**config.mk**
```make
export PLATFORM = sky130hd
export DESIGN_NAME = fetch_exec_ctrl_flat
export DESIGN_NICKNAME = d
export VERILOG_FILES = /design/src/rtl/fetch_exec_ctrl_pkg.sv /design/src/rtl/fetch_exec_ctrl_if.sv /design/src/rtl/fetch_exec_ctrl_instr_decoder.sv /design/src/rtl/fetch_exec_ctrl.sv /design/src/flat_wrapper.sv
export SDC_FILE = /design/constraint.sdc
export NUM_CORES = 1
export LEC_CHECK = 0
export BUFFER_PORTS_ARGS = -buffer_cell sky130_fd_sc_hd__buf_2
export CAP_MARGIN = 20
export CORE_AREA = 2 2 60 68
export CTS_CLUSTER_DIAMETER = 100
export DETAILED_ROUTE_END_ITERATION = 10
export DIE_AREA = 0 0 62 70
export PLACE_DENSITY = 0.74
export SYNTH_ARGS = -nofsm -noshare
export SYNTH_HDL_FRONTEND = slang
export SYNTH_SLANG_ARGS = --single-unit
```
**constraint.sdc**
```tcl
create_clock -name clk -period 3.18 [get_ports clk]
set_input_delay 0.318 -clock clk [delete_from_list [all_inputs] [get_ports clk]]
set_output_delay 0.318 -clock clk [all_outputs]
set_load 0.005 [all_outputs]
```
**src/rtl/fetch_exec_ctrl_pkg.sv**
```systemverilog
// Shared types for the Nibbler fetch/execute controller: opcode map, ALU select,
// the decoded strobe bundle and instruction-word field positions.
package nibbler_pkg;

  typedef enum logic [3:0] {
    OP_JC   = 4'h0,
    OP_JNC  = 4'h1,
    OP_CMPI = 4'h2,
    OP_CMPM = 4'h3,
    OP_LIT  = 4'h4,
    OP_IN   = 4'h5,
    OP_LD   = 4'h6,
    OP_ST   = 4'h7,
    OP_JZ   = 4'h8,
    OP_JNZ  = 4'h9,
    OP_ADDI = 4'hA,
    OP_ADDM = 4'hB,
    OP_JMP  = 4'hC,
    OP_OUT  = 4'hD,
    OP_NORI = 4'hE,
    OP_NORM = 4'hF
  } opcode_t;

  typedef enum logic [2:0] {
    ALU_PASS_B = 3'd0,
    ALU_ADD    = 3'd1,
    ALU_SUB    = 3'd2,
    ALU_NOR    = 3'd3
  } alu_op_t;

  typedef struct packed {
    alu_op_t alu_op;
    logic    ld_acc;
    logic    ld_flags;
    logic    ram_we;
    logic    ram_oe;
    logic    out_we;
    logic    in_oe;
  } strobe_t;

  localparam int IR_W      = 16;
  localparam int IR_OP_HI  = 15;
  localparam int IR_OP_LO  = 12;
  localparam int IR_IMM_HI = 11;
  localparam int IR_IMM_LO = 8;

endpackage

```
**src/rtl/fetch_exec_ctrl_if.sv**
```systemverilog
// Controller-facing bundle: phase/ROM/flag inputs and the pc, ir and strobe outputs.
// master = the controller, slave = the datapath/phase-generator side.
interface fetch_exec_ctrl_if #(
  parameter int PC_W = 12
);
  import nibbler_pkg::*;

  logic              phase;
  logic [IR_W-1:0]   instr;
  logic              carry;
  logic              zero;
  logic [PC_W-1:0]   pc;
  logic [IR_W-1:0]   ir;
  logic [3:0]        imm;
  alu_op_t           alu_op;
  logic              ld_acc;
  logic              ld_flags;
  logic              ram_we;
  logic              ram_oe;
  logic              out_we;
  logic              in_oe;
  logic              phase_err;

  modport master (
    input  phase, instr, carry, zero,
    output pc, ir, imm, alu_op, ld_acc, ld_flags, ram_we, ram_oe, out_we, in_oe, phase_err
  );

  modport slave (
    output phase, instr, carry, zero,
    input  pc, ir, imm, alu_op, ld_acc, ld_flags, ram_we, ram_oe, out_we, in_oe, phase_err
  );

endinterface

```
**src/rtl/fetch_exec_ctrl_instr_decoder.sv**
```systemverilog
// Combinational opcode decode: datapath strobes plus the jump-taken bit.
// Output is ungated; the controller masks it outside an active execute cycle.
module instr_decoder
  import nibbler_pkg::*;
(
  input  opcode_t opcode,
  input  logic    carry,
  input  logic    zero,
  output strobe_t strb,
  output logic    taken
);

  always_comb begin
    strb  = '0;
    taken = 1'b0;
    case (opcode)
      OP_JC:   taken = carry;
      OP_JNC:  taken = ~carry;
      OP_JZ:   taken = zero;
      OP_JNZ:  taken = ~zero;
      OP_JMP:  taken = 1'b1;
      OP_CMPI: begin
        strb.alu_op   = ALU_SUB;
        strb.ld_flags = 1'b1;
      end
      OP_CMPM: begin
        strb.alu_op   = ALU_SUB;
        strb.ld_flags = 1'b1;
        strb.ram_oe   = 1'b1;
      end
      OP_LIT: begin
        strb.alu_op = ALU_PASS_B;
        strb.ld_acc = 1'b1;
      end
      OP_IN: begin
        strb.in_oe  = 1'b1;
        strb.ld_acc = 1'b1;
      end
      OP_LD: begin
        strb.ram_oe = 1'b1;
        strb.ld_acc = 1'b1;
      end
      OP_ST:   strb.ram_we = 1'b1;
      OP_ADDI: begin
        strb.alu_op   = ALU_ADD;
        strb.ld_acc   = 1'b1;
        strb.ld_flags = 1'b1;
      end
      OP_ADDM: begin
        strb.alu_op   = ALU_ADD;
        strb.ld_acc   = 1'b1;
        strb.ld_flags = 1'b1;
        strb.ram_oe   = 1'b1;
      end
      OP_OUT:  strb.out_we = 1'b1;
      OP_NORI: begin
        strb.alu_op   = ALU_NOR;
        strb.ld_acc   = 1'b1;
        strb.ld_flags = 1'b1;
      end
      OP_NORM: begin
        strb.alu_op   = ALU_NOR;
        strb.ld_acc   = 1'b1;
        strb.ld_flags = 1'b1;
        strb.ram_oe   = 1'b1;
      end
      default: begin
        strb  = '0;
        taken = 1'b0;
      end
    endcase
  end

endmodule

```
**src/rtl/fetch_exec_ctrl.sv**
```systemverilog
// Two-phase Nibbler controller: latches ir on fetch, strobes and advances pc on execute.
// A phase that fails to alternate sets a sticky error that freezes pc/ir and masks strobes.
module fetch_exec_ctrl
  import nibbler_pkg::*;
#(
  parameter int              PC_W     = 12,
  parameter logic [PC_W-1:0] RESET_PC = 12'h000
) (
  input  logic               clk,
  input  logic               reset,
  fetch_exec_ctrl_if.master  bus
);

  logic [PC_W-1:0] pc_q, pc_d;
  logic [IR_W-1:0] ir_q, ir_d;
  logic            exp_phase_q, exp_phase_d;
  logic            phase_err_q, phase_err_d;

  opcode_t opcode;
  strobe_t dec_strb;
  strobe_t strb;
  logic    dec_taken;
  logic    exec_active;

  assign opcode = opcode_t'(ir_q[IR_OP_HI:IR_OP_LO]);

  instr_decoder u_instr_decoder (
    .opcode (opcode),
    .carry  (bus.carry),
    .zero   (bus.zero),
    .strb   (dec_strb),
    .taken  (dec_taken)
  );

  // Reset is included so strobes drop the instant reset asserts, not at the next edge.
  assign exec_active = reset & bus.phase & ~phase_err_q;

  always_comb begin
    pc_d        = pc_q;
    ir_d        = ir_q;
    exp_phase_d = ~bus.phase;
    phase_err_d = phase_err_q | (bus.phase != exp_phase_q);
    strb        = '0;

    if (!phase_err_q) begin
      if (bus.phase) begin
        pc_d = dec_taken ? ir_q[PC_W-1:0] : pc_q + PC_W'(1);
      end else begin
        ir_d = bus.instr;
      end
    end

    if (exec_active) begin
      strb = dec_strb;
    end
  end

  always_ff @(posedge clk or negedge reset) begin
    if (!reset) begin
      pc_q        <= RESET_PC;
      ir_q        <= '0;
      exp_phase_q <= 1'b0;
      phase_err_q <= 1'b0;
    end else begin
      pc_q        <= pc_d;
      ir_q        <= ir_d;
      exp_phase_q <= exp_phase_d;
      phase_err_q <= phase_err_d;
    end
  end

  assign bus.pc        = pc_q;
  assign bus.ir        = ir_q;
  assign bus.imm       = ir_q[IR_IMM_HI:IR_IMM_LO];
  assign bus.alu_op    = strb.alu_op;
  assign bus.ld_acc    = strb.ld_acc;
  assign bus.ld_flags  = strb.ld_flags;
  assign bus.ram_we    = strb.ram_we;
  assign bus.ram_oe    = strb.ram_oe;
  assign bus.out_we    = strb.out_we;
  assign bus.in_oe     = strb.in_oe;
  assign bus.phase_err = phase_err_q;

endmodule

```
**src/flat_wrapper.sv**
```systemverilog
// flat-port wrapper written by rule: the top's interface ports become plain ports
module fetch_exec_ctrl_flat import nibbler_pkg::*;
#(
  parameter int              PC_W     = 12,
  parameter logic [PC_W-1:0] RESET_PC = 12'h000
)
  (clk, reset, bus_phase, bus_instr, bus_carry, bus_zero, bus_pc, bus_ir, bus_imm, bus_alu_op, bus_ld_acc, bus_ld_flags, bus_ram_we, bus_ram_oe, bus_out_we, bus_in_oe, bus_phase_err);
  fetch_exec_ctrl_if #(.PC_W(PC_W)) bus_i ();
  input  logic clk;
  input  logic reset;
  input wire logic [$bits(bus_i.phase)-1:0] bus_phase;
  input wire logic [$bits(bus_i.instr)-1:0] bus_instr;
  input wire logic [$bits(bus_i.carry)-1:0] bus_carry;
  input wire logic [$bits(bus_i.zero)-1:0] bus_zero;
  output wire logic [$bits(bus_i.pc)-1:0] bus_pc;
  output wire logic [$bits(bus_i.ir)-1:0] bus_ir;
  output wire logic [$bits(bus_i.imm)-1:0] bus_imm;
  output wire logic [$bits(bus_i.alu_op)-1:0] bus_alu_op;
  output wire logic [$bits(bus_i.ld_acc)-1:0] bus_ld_acc;
  output wire logic [$bits(bus_i.ld_flags)-1:0] bus_ld_flags;
  output wire logic [$bits(bus_i.ram_we)-1:0] bus_ram_we;
  output wire logic [$bits(bus_i.ram_oe)-1:0] bus_ram_oe;
  output wire logic [$bits(bus_i.out_we)-1:0] bus_out_we;
  output wire logic [$bits(bus_i.in_oe)-1:0] bus_in_oe;
  output wire logic [$bits(bus_i.phase_err)-1:0] bus_phase_err;
  assign bus_i.phase = bus_phase;
  assign bus_i.instr = bus_instr;
  assign bus_i.carry = bus_carry;
  assign bus_i.zero = bus_zero;
  assign bus_pc = bus_i.pc;
  assign bus_ir = bus_i.ir;
  assign bus_imm = bus_i.imm;
  assign bus_alu_op = bus_i.alu_op;
  assign bus_ld_acc = bus_i.ld_acc;
  assign bus_ld_flags = bus_i.ld_flags;
  assign bus_ram_we = bus_i.ram_we;
  assign bus_ram_oe = bus_i.ram_oe;
  assign bus_out_we = bus_i.out_we;
  assign bus_in_oe = bus_i.in_oe;
  assign bus_phase_err = bus_i.phase_err;
  fetch_exec_ctrl #(.PC_W(PC_W), .RESET_PC(RESET_PC)) u_core (.clk(clk), .reset(reset), .bus(bus_i));
endmodule
```
## After elaboration in Yosys (flattened, before gate mapping)

Cells that the tools add are included.

- Flip-flop bits (word level): 30
- Input bits: 21
- Output and inout port bits: 42

- $add $sub $neg: 1
- Eq/ne operators: 16
- Mux-type cells: 10
- Bitwise gates (word level): 7
- Reduce and logical (&&, ||, !) cells: 9

Operators with widths:

| cell | count |
|---|---|
| 4-bit == test (second input constant) | 8 |
| 4-bit by 3-bit == test with 1-bit output (second input constant) | 4 |
| 12-bit by 1-bit adder with 12-bit output (second input constant) | 1 |
| 12-bit two-way mux | 1 |
| 4-bit by 2-bit == test with 1-bit output (second input constant) | 2 |
| 8-bit two-way mux | 1 |
| 7-bit OR reduction | 1 |
| 1-bit two-way mux | 6 |
| 2-bit case mux with 3 select lines | 1 |
| 2-bit OR reduction | 3 |
| 6-bit OR reduction | 1 |
| 1-bit case mux with 5 select lines | 1 |
| 4-bit by 1-bit == test with 1-bit output (second input constant) | 1 |
| 4-bit zero test | 1 |
| 1-bit inverter | 4 |
| 2-bit AND reduction | 2 |
| 4-bit OR reduction | 1 |
| 1-bit AND | 2 |
| 1-bit inequality test | 1 |
| 1-bit OR | 1 |

## Logic depth before layout (Yosys ltp)

Gate-level depths: netlist of run 1.

- Word-level depth: 4
- Depth in mapped cells: 7
- Gate-level depth less buffers: 6

## By module

From an unflattened synthesis of run 1, not the netlist that was laid out.

- Cells, all modules: 164
- Area total of the unflattened synthesis: 1716.6 µm²

By module, submodules not included:

| module | times used | cells an instance | area an instance (µm²) |
|---|---|---|---|
| fetch_exec_ctrl | 1 | 142 | 1584.0 |
| instr_decoder | 1 | 22 | 132.6 |

## Worst setup path before layout of run 1

Ideal clock, no wire load.

- Kind: reg2reg
- Start point: register u_core.ir_q[12], in the netlist u_core.bus.ir[12]
- End point: register u_core.pc_q[3], in the netlist u_core.bus.pc[3]
- Library setup time: 0.125 ns
- Arrival: 1.581 ns
- Path slack: 1.474 ns
- Cell stages (with the launch flop): 8
- Period minus slack after synthesis: 1.706 ns
- Cell sequence: dfrtp_1 buf_6 xnor2_1 nor3_1 o31ai_2 buf_6 mux2i_1 a2bb2oi_2

- Word-level cells in the longest chain between the ends: 3
- Elaborated cells on any way between the ends: 7
- Classes of those cells: 4 x eq/ne; 2 x mux; 1 x reduce/logical

Ends and longest elaborated chain:

| what | RTL line | text |
|---|---|---|
| from (decl) | fetch_exec_ctrl.sv:15 | `logic [IR_W-1:0] ir_q, ir_d;` |
| from (signal assigned) | fetch_exec_ctrl.sv:66 | `ir_q <= ir_d;` |
| 4-bit == test, or another cell as far along | fetch_exec_ctrl_instr_decoder.sv:16 | `case (opcode)` |
| 1-bit case mux with 5 select lines (*) | fetch_exec_ctrl_instr_decoder.sv:16 |  |
| 12-bit two-way mux (*) | fetch_exec_ctrl.sv:47 | `pc_d = dec_taken ? ir_q[PC_W-1:0] : pc_q + PC_W'(1);` |
| to (signal assigned) | fetch_exec_ctrl.sv:65 | `pc_q <= pc_d;` |
| to (decl) | fetch_exec_ctrl.sv:14 | `logic [PC_W-1:0] pc_q, pc_d;` |

Mark *: on every way between the ends. The rest lies on a longest branch, timed or not.
A chain may end at the register's enable or synchronous reset.

## Worst setup path after layout of run 1

- Start point: register u_core.phase_err_q, in the netlist u_core.bus.phase_err
- End point: output bus_alu_op[1]

- Word-level cells in the longest chain between the ends: 3

Ends and longest elaborated chain:

| what | RTL line | text |
|---|---|---|
| from (decl) | fetch_exec_ctrl.sv:17 | `logic phase_err_q, phase_err_d;` |
| from (signal assigned) | fetch_exec_ctrl.sv:68 | `phase_err_q <= phase_err_d;` |
| 1-bit inverter (no line) | -- |  |
| 1-bit AND | fetch_exec_ctrl.sv:36 | `assign exec_active = reset & bus.phase & ~phase_err_q;` |
| 8-bit two-way mux | fetch_exec_ctrl.sv:53 | `if (exec_active) begin` |
| to (decl) | flat_wrapper.sv:18 | `output wire logic [$bits(bus_i.alu_op)-1:0] bus_alu_op;` |

Every way passes these cells.

==> results of run 1 <==
-- where the power goes --
part           switching, mW  internal (mW)  leakage [nW]
Clock                  0.138          0.218        0.0575
Combinational          0.109          0.120         0.623
Sequential            0.0561          0.429         0.353
-- stage by stage --
stage                     area [um^2]  utilization (%)
after floorplan                  1640                -
after global placement           1960             52.2
after detailed placement         1960             52.2
after CTS                        2070             55.1
after global routing             2070             55.1
final                            2070             55.1
-- area by class of cell --
class | count | area, um^2 | area share, %
Inverter | 7 | 26.3 | 1.27
Sequential cell | 30 | 751 | 36.3
Timing Repair Buffer | 65 | 335 | 16.2
Multi-Input combinational cell | 114 | 781 | 37.7
Tap cell | 52 | 65.1 | 3.15
Clock buffer | 8 | 110 | 5.32
-- logic make-up (layout without fill, tap and decap cells) --
family,Yosys count,in the layout,synth area share [%]
multiplexers,21,21,13.9
buffers and inverters,18,80,6.78
adder cells (fa/ha/maj),1,1,0.761
other,1,1,0.228
AO/OA/AOI/OAI,30,30,13.8
flip-flops,30,30,45.7
AND/OR/NAND/NOR,58,58,17.3
XOR/XNOR,3,3,1.60
-- how the worst max path moves through the flow --
stage	from	end	slack (ns)	cells after the start
after CTS	u_core.bus.phase_err	bus_alu_op[1]	1.14	4
after detailed placement	u_core.bus.pc[0]	u_core.bus.pc[10]	1.28	6
final	u_core.bus.phase_err	bus_alu_op[1]	1.15	4
after global placement	bus_phase	bus_alu_op[1]	1.33	6
after floorplan	u_core.bus.ir[12]	u_core.bus.pc[3]	1.47	7
after global routing	u_core.bus.phase_err	bus_alu_op[1]	1.00	4
-- routing by layer --
metal | global-route usage, % | routed length (um)
met4 | 6.38 | 38
met5 | 0 | 0
met2 | 27.5 | 1680
met3 | 5.19 | 255
met1 | 23.1 | 1680
-- layout by cell type (no fill, tap or decap), types with 2 or more instances in the layout --
cell type  Yosys  routed
a21oi_1        9       9
a2bb2oi_2      2       2
and3_1         9       9
o21ai_1        3       3
a211o_1        3       3
mux2_2        14      14
buf_2          2      61
a2bb2oi_1      2       2
a22oi_2        3       3
nand2_1       17      17
xnor2_1        3       3
or4_1          2       2
buf_4          5       4
inv_1          7       7
nand3_1        8       8
nor2_1        11      11
nor3_1         3       3
nor2b_1        3       3
nand2b_1       2       2
clkbuf_8       0       8
dfrtp_1       30      30
o21ai_0        5       5
mux2i_1        7       7
-- flip-flops by register name, summed over array words and instances (netlist names) --
name / count
u_core.bus.ir: 16
u_core.exp_phase_q: 1
u_core.bus.pc: 12
u_core.bus.phase_err: 1
==> results.txt, run 1 <==
CTS H-tree lvls = 2
Lkg Pwr = 1.03 nW
reg2reg end = u_core.bus.pc[8]
CTS Root Cell = clkbuf_8
DR DRC count = 0
wirelength, routed = 3.66 mm
CP Class = register to primary output
Hold WS = 0.0717 ns
Setup WS post-layout = 1.15 ns
CP Launch Type = register
Hold Buf Count CTS = 0
layout cells sized above 1 = 41.5%
# Post-CTS Setup Buffers = 0
Buf/Inv on CP = 1
Post-Place Cells = 268
Slew @ Worst Pin = 0.637 ns
final setup violation count = 0
Die Width = 62 um
cell area after synthesis = 0.00164 mm^2
gr usage total = 17.8%
Vert. Die Dim = 70 um
GP Congestion = 0.794
Core ar. = 0.00375 mm^2
Pwr Total = 1.07 mW
final hold viol count = 0
initial core utilization = 43.8%
synthesized area per cell = 10.1 um^2
die area = 0.00434 mm^2
Max-cap violations = 0
CP endpoint kind = primary output
cells after synthesis = 162
Critical Path Max Stage Delay = 0.43 ns
fmax = 492 MHz
DR pass1 iterations = 4
Net Count, Synth = 184
routed vias/inst = 5.14
Setup Slack @ Placement = 1.28 ns
yosys warns = 0
synth unique cells = 32
number of inserted diodes = 0
RSZ-0062 raised after global routing = false
worst path arrival time = 1.72 ns
Worst IR Drop VDD = 0.324 mV
ANT nets after route = 0
vias in the first global route = 1,307
first-pass GRT wire length = 5.76 mm
area leader, netlist = dfrtp_1
Reg2Reg Depth = 6
NumNets Final = 245
Clock Pin Slew Worst Setup and Hold Paths = 0.06 ns
largest cells by area after synthesis = dfrtp_1, mux2_2, mux2i_1
latest clock arrival within the worst-skew pair = 0.28 ns
# rows = 24
initial antenna violation count = 0
status = complete, no violations
largest net degree at the start of global routing = 33
Ports = 63
1st-iter DRT viols = 72
reg-to-reg setup timing slack = 1.28 ns
reg2reg start = u_core.bus.pc[0]
Hold Crit Class = input pin to asynchronous set/reset pin
asr flop ratio synth = 100%
Post-CTS Resized = 0
Max-slew headroom = 57.3%
Synth top cells by count = dfrtp_1, nand2_1, mux2_2, nor2_1
clk_skew = 0.00580 ns
crit-path cells = nor2_1 > nand3_1 > nor3_1 > buf_2
Post-synth EDFFs = 0
setup_tns = 0 ns
cell with the most instances after synthesis = dfrtp_1
slowest CP cell = nor2_1
detailed-route via count = 1,420
CP Max Fanout = 7
global route overflow = 0
CTS buffer count = 5
Fillers = 341
Final period util = 64.0%
Layout area overhead = 25.9%
CTS tree = built
final critical-path required period = 2.03 ns
pins over their slew limit = 0
area share of the largest cell type after synthesis = 45.7%
PortBufs = 61
CP delay by family, top = simple AND/OR/NAND/NOR gates
Critical Path RT = 2.86 ns
non-filler cells in the finished layout = 276
Sinks on Clock Net = 30
#FFs+latches synth = 30
Seq/Total Area, Yosys = 45.7%
Synth Flop Type = dfrtp_1
power density over the cells = 517 mW/mm^2
clk buf depth = 2
Routed wire per std cell = 13.2 um
post-detail-place hpwl = 2.69 mm
No activity file was read; power rests on OpenSTA's default activity.
==> run 2, diff against run 1 <==
- clock period: 3.18 -> 1.9 ns (I/O delays scaled with it)
==> results.txt, run 2 (same netlist as run 1, synthesis figures left out) <==
status = complete, no violations (unchanged)
length of routed met3 wiring = 280 um (was 255 um)
CTS tree = built (unchanged)
number of inserted diodes = 0 (unchanged)
# Post-CTS Setup Buffers = 0 (unchanged)
CP Max Fanout = 6 (was 7)
gr usage total = 18.8% (was 17.8%)
Sinks on Clock Net = 30 (unchanged)
Fillers = 348 (was 341)
layout cells sized above 1 = 44.8% (was 41.5%)
vias in the first global route = 1,335 (was 1,307)
CTS Root Cell = clkbuf_8 (unchanged)
Critical Path RT = 2.13 ns (was 2.86 ns)
commonest non-fill, non-tap cell in the layout = buf_2 (unchanged)
register area = 752 um^2 (was 751 um^2)
die area = 0.00434 mm^2 (unchanged)
Final period util = 91.5%
min-delay src = bus_phase
highest-count cells in the layout ignoring fill and taps = buf_2, dfrtp_1, nand2_1 (unchanged)
Vert. Die Dim = 70 um (unchanged)
routed vias/inst = 5.10 (was 5.14)
final hold viol count = 0 (unchanged)
CP Launch Type = register (unchanged)
latest clock arrival within the worst-skew pair = 0.29 ns (was 0.28 ns)
met1 wire length = 1.59 mm (was 1.68 mm)
Routed wire per std cell = 13.2 um (about the same)
global route overflow = 0 (unchanged)
power density over the cells = 860 mW/mm^2 (was 517 mW/mm^2)
Largest register FFs = 16 (unchanged)
final setup violation count = 0 (unchanged)
CTS buffer count = 5 (unchanged)
DR DRC count = 0 (unchanged)
ANT nets after route = 0 (unchanged)
initial antenna violation count = 0 (unchanged)
reg2reg start = u_core.bus.pc[1] (was u_core.bus.pc[0])
Hold Crit Class = input pin to register (was input pin to asynchronous set/reset pin)
crit path from = u_core.bus.pc[1] (was u_core.bus.phase_err)
worst path arrival time = 1.97 ns (was 1.72 ns)
PortBufs = 61 (unchanged)
Clock Pin Slew Worst Setup and Hold Paths = 0.07 ns (was 0.06 ns)
Die Width = 62 um (unchanged)
non-filler cells in the finished layout = 284 (was 276)
Layout area overhead = 30.8% (was 25.9%)
1st-iter DRT viols = 58 (was 72)
detailed-route via count = 1,449 (was 1,420)
NumNets Final = 253 (was 245)
first-pass GRT wire length = 5.92 mm (was 5.76 mm)
Lkg Pwr = 1.07 nW (was 1.03 nW)
CP endpoint kind = register (was primary output)
Ports = 63 (unchanged)
fmax = 575 MHz
post-detail-place hpwl = 2.94 mm (was 2.69 mm)
largest net degree at the start of global routing = 17 (was 33)
Worst IR Drop VDD = 0.614 mV (was 0.324 mV)
GP Congestion = 0.838 (was 0.794)
RSZ-0062 raised after global routing = false (unchanged)
wirelength, routed = 3.76 mm (was 3.66 mm)
setup_tns = 0 ns (unchanged)
uppermost layer routed = met4 (unchanged)
final critical-path required period = 1.74 ns
Post-Place Cells = 275 (was 268)
pins over their slew limit = 0 (unchanged)
clk_skew = 0.00830 ns (was 0.00580 ns)
Max-cap violations = 0 (unchanged)
Core ar. = 0.00375 mm^2 (unchanged)
DR pass1 iterations = 4 (unchanged)
multi-input logic area = 800 um^2 (was 781 um^2)
met2 wire length = 1.81 mm (was 1.68 mm)
initial core utilization = 43.8% (unchanged)
# rows = 24 (unchanged)
CP Class = register to register (was register to primary output)
CTS H-tree lvls = 2 (unchanged)
clk buf depth = 2 (unchanged)
Pwr Total = 1.85 mW (was 1.07 mW)
-- run 2: changes by cell type in the layout (fill, tap and decap cells not counted) --
cell,before,now
clkinv_2,0,2
dfrtp_1,30,29
o31a_2,0,1
o31a_1,1,0
buf_4,4,11
dlygate4sd3_1,0,1
nand3_2,0,1
bufinv_16,0,1
ha_4,0,1
clkbuf_8,8,5
nand3_1,8,7
dfrtp_2,0,1
ha_1,1,0
-- run 2: power by group --
part	switching, mW	total, mW	internal (mW)
Clock	0.245	0.630	0.385
Combinational	0.191	0.408	0.217
Sequential	0.0914	0.809	0.718
-- run 2: through the flow --
stage	utilization [%]	area [um^2]	worst slack [ns]	hold WS, ns
finish	57.3	2150	0.161	0.118
global route	57.3	2150	0.00575	0.122
CTS	56.7	2130	0.0667	0.106
detailed placement	53.6	2010	0.0918	0.0459
global placement	53.6	2010	0.192	0.0433
floorplan	-	1640	0.194	-0.106
-- run 2: cell type report --
class                           count  area share, %
Multi-Input combinational cell    114           37.2
Sequential cell                    30           35.0
Clock inverter                      3           1.86
Tap cell                           52           3.03
Timing Repair Buffer               73           18.5
Clock buffer                        5           3.20
Inverter                            7           1.22
-- run 2: routing by layer --
layer	vias up	global-route usage [%]
met5	-	0
met4	0	9.69
met3	8	5.93
met2	66	29.2
met1	671	22.7
li1	704	-
-- run 2: worst max-delay path: stages, from the launching register on --
cell     delay [ns]
dfrtp_2        0.42
ha_4           0.15
and3_1         0.21
nand3_2        0.13
or4_1          0.49
a21oi_1        0.17
a211o_1        0.11
-- run 2: path summary, 6_finish.rpt --
check                                        to  slack [ns]  cells past startpoint
max reg2reg                   u_core.bus.pc[10]        0.16                      6
max                           u_core.bus.pc[10]        0.16                      6
min in group asynchronous      u_core.bus.pc[8]        0.27                      2
min reg2reg                u_core.bus.phase_err        0.49                      2
max in group asynchronous      u_core.bus.pc[1]        1.16                      3
min                          u_core.exp_phase_q        0.12                      2
-- run 2: what timing repair did --
item | in CTS | in global routing
hold endpoints to repair | 14 | 0
setup endpoints to repair | 0 | 3
hold buffers | 1 | 0
gates resized for setup | 0 | 5
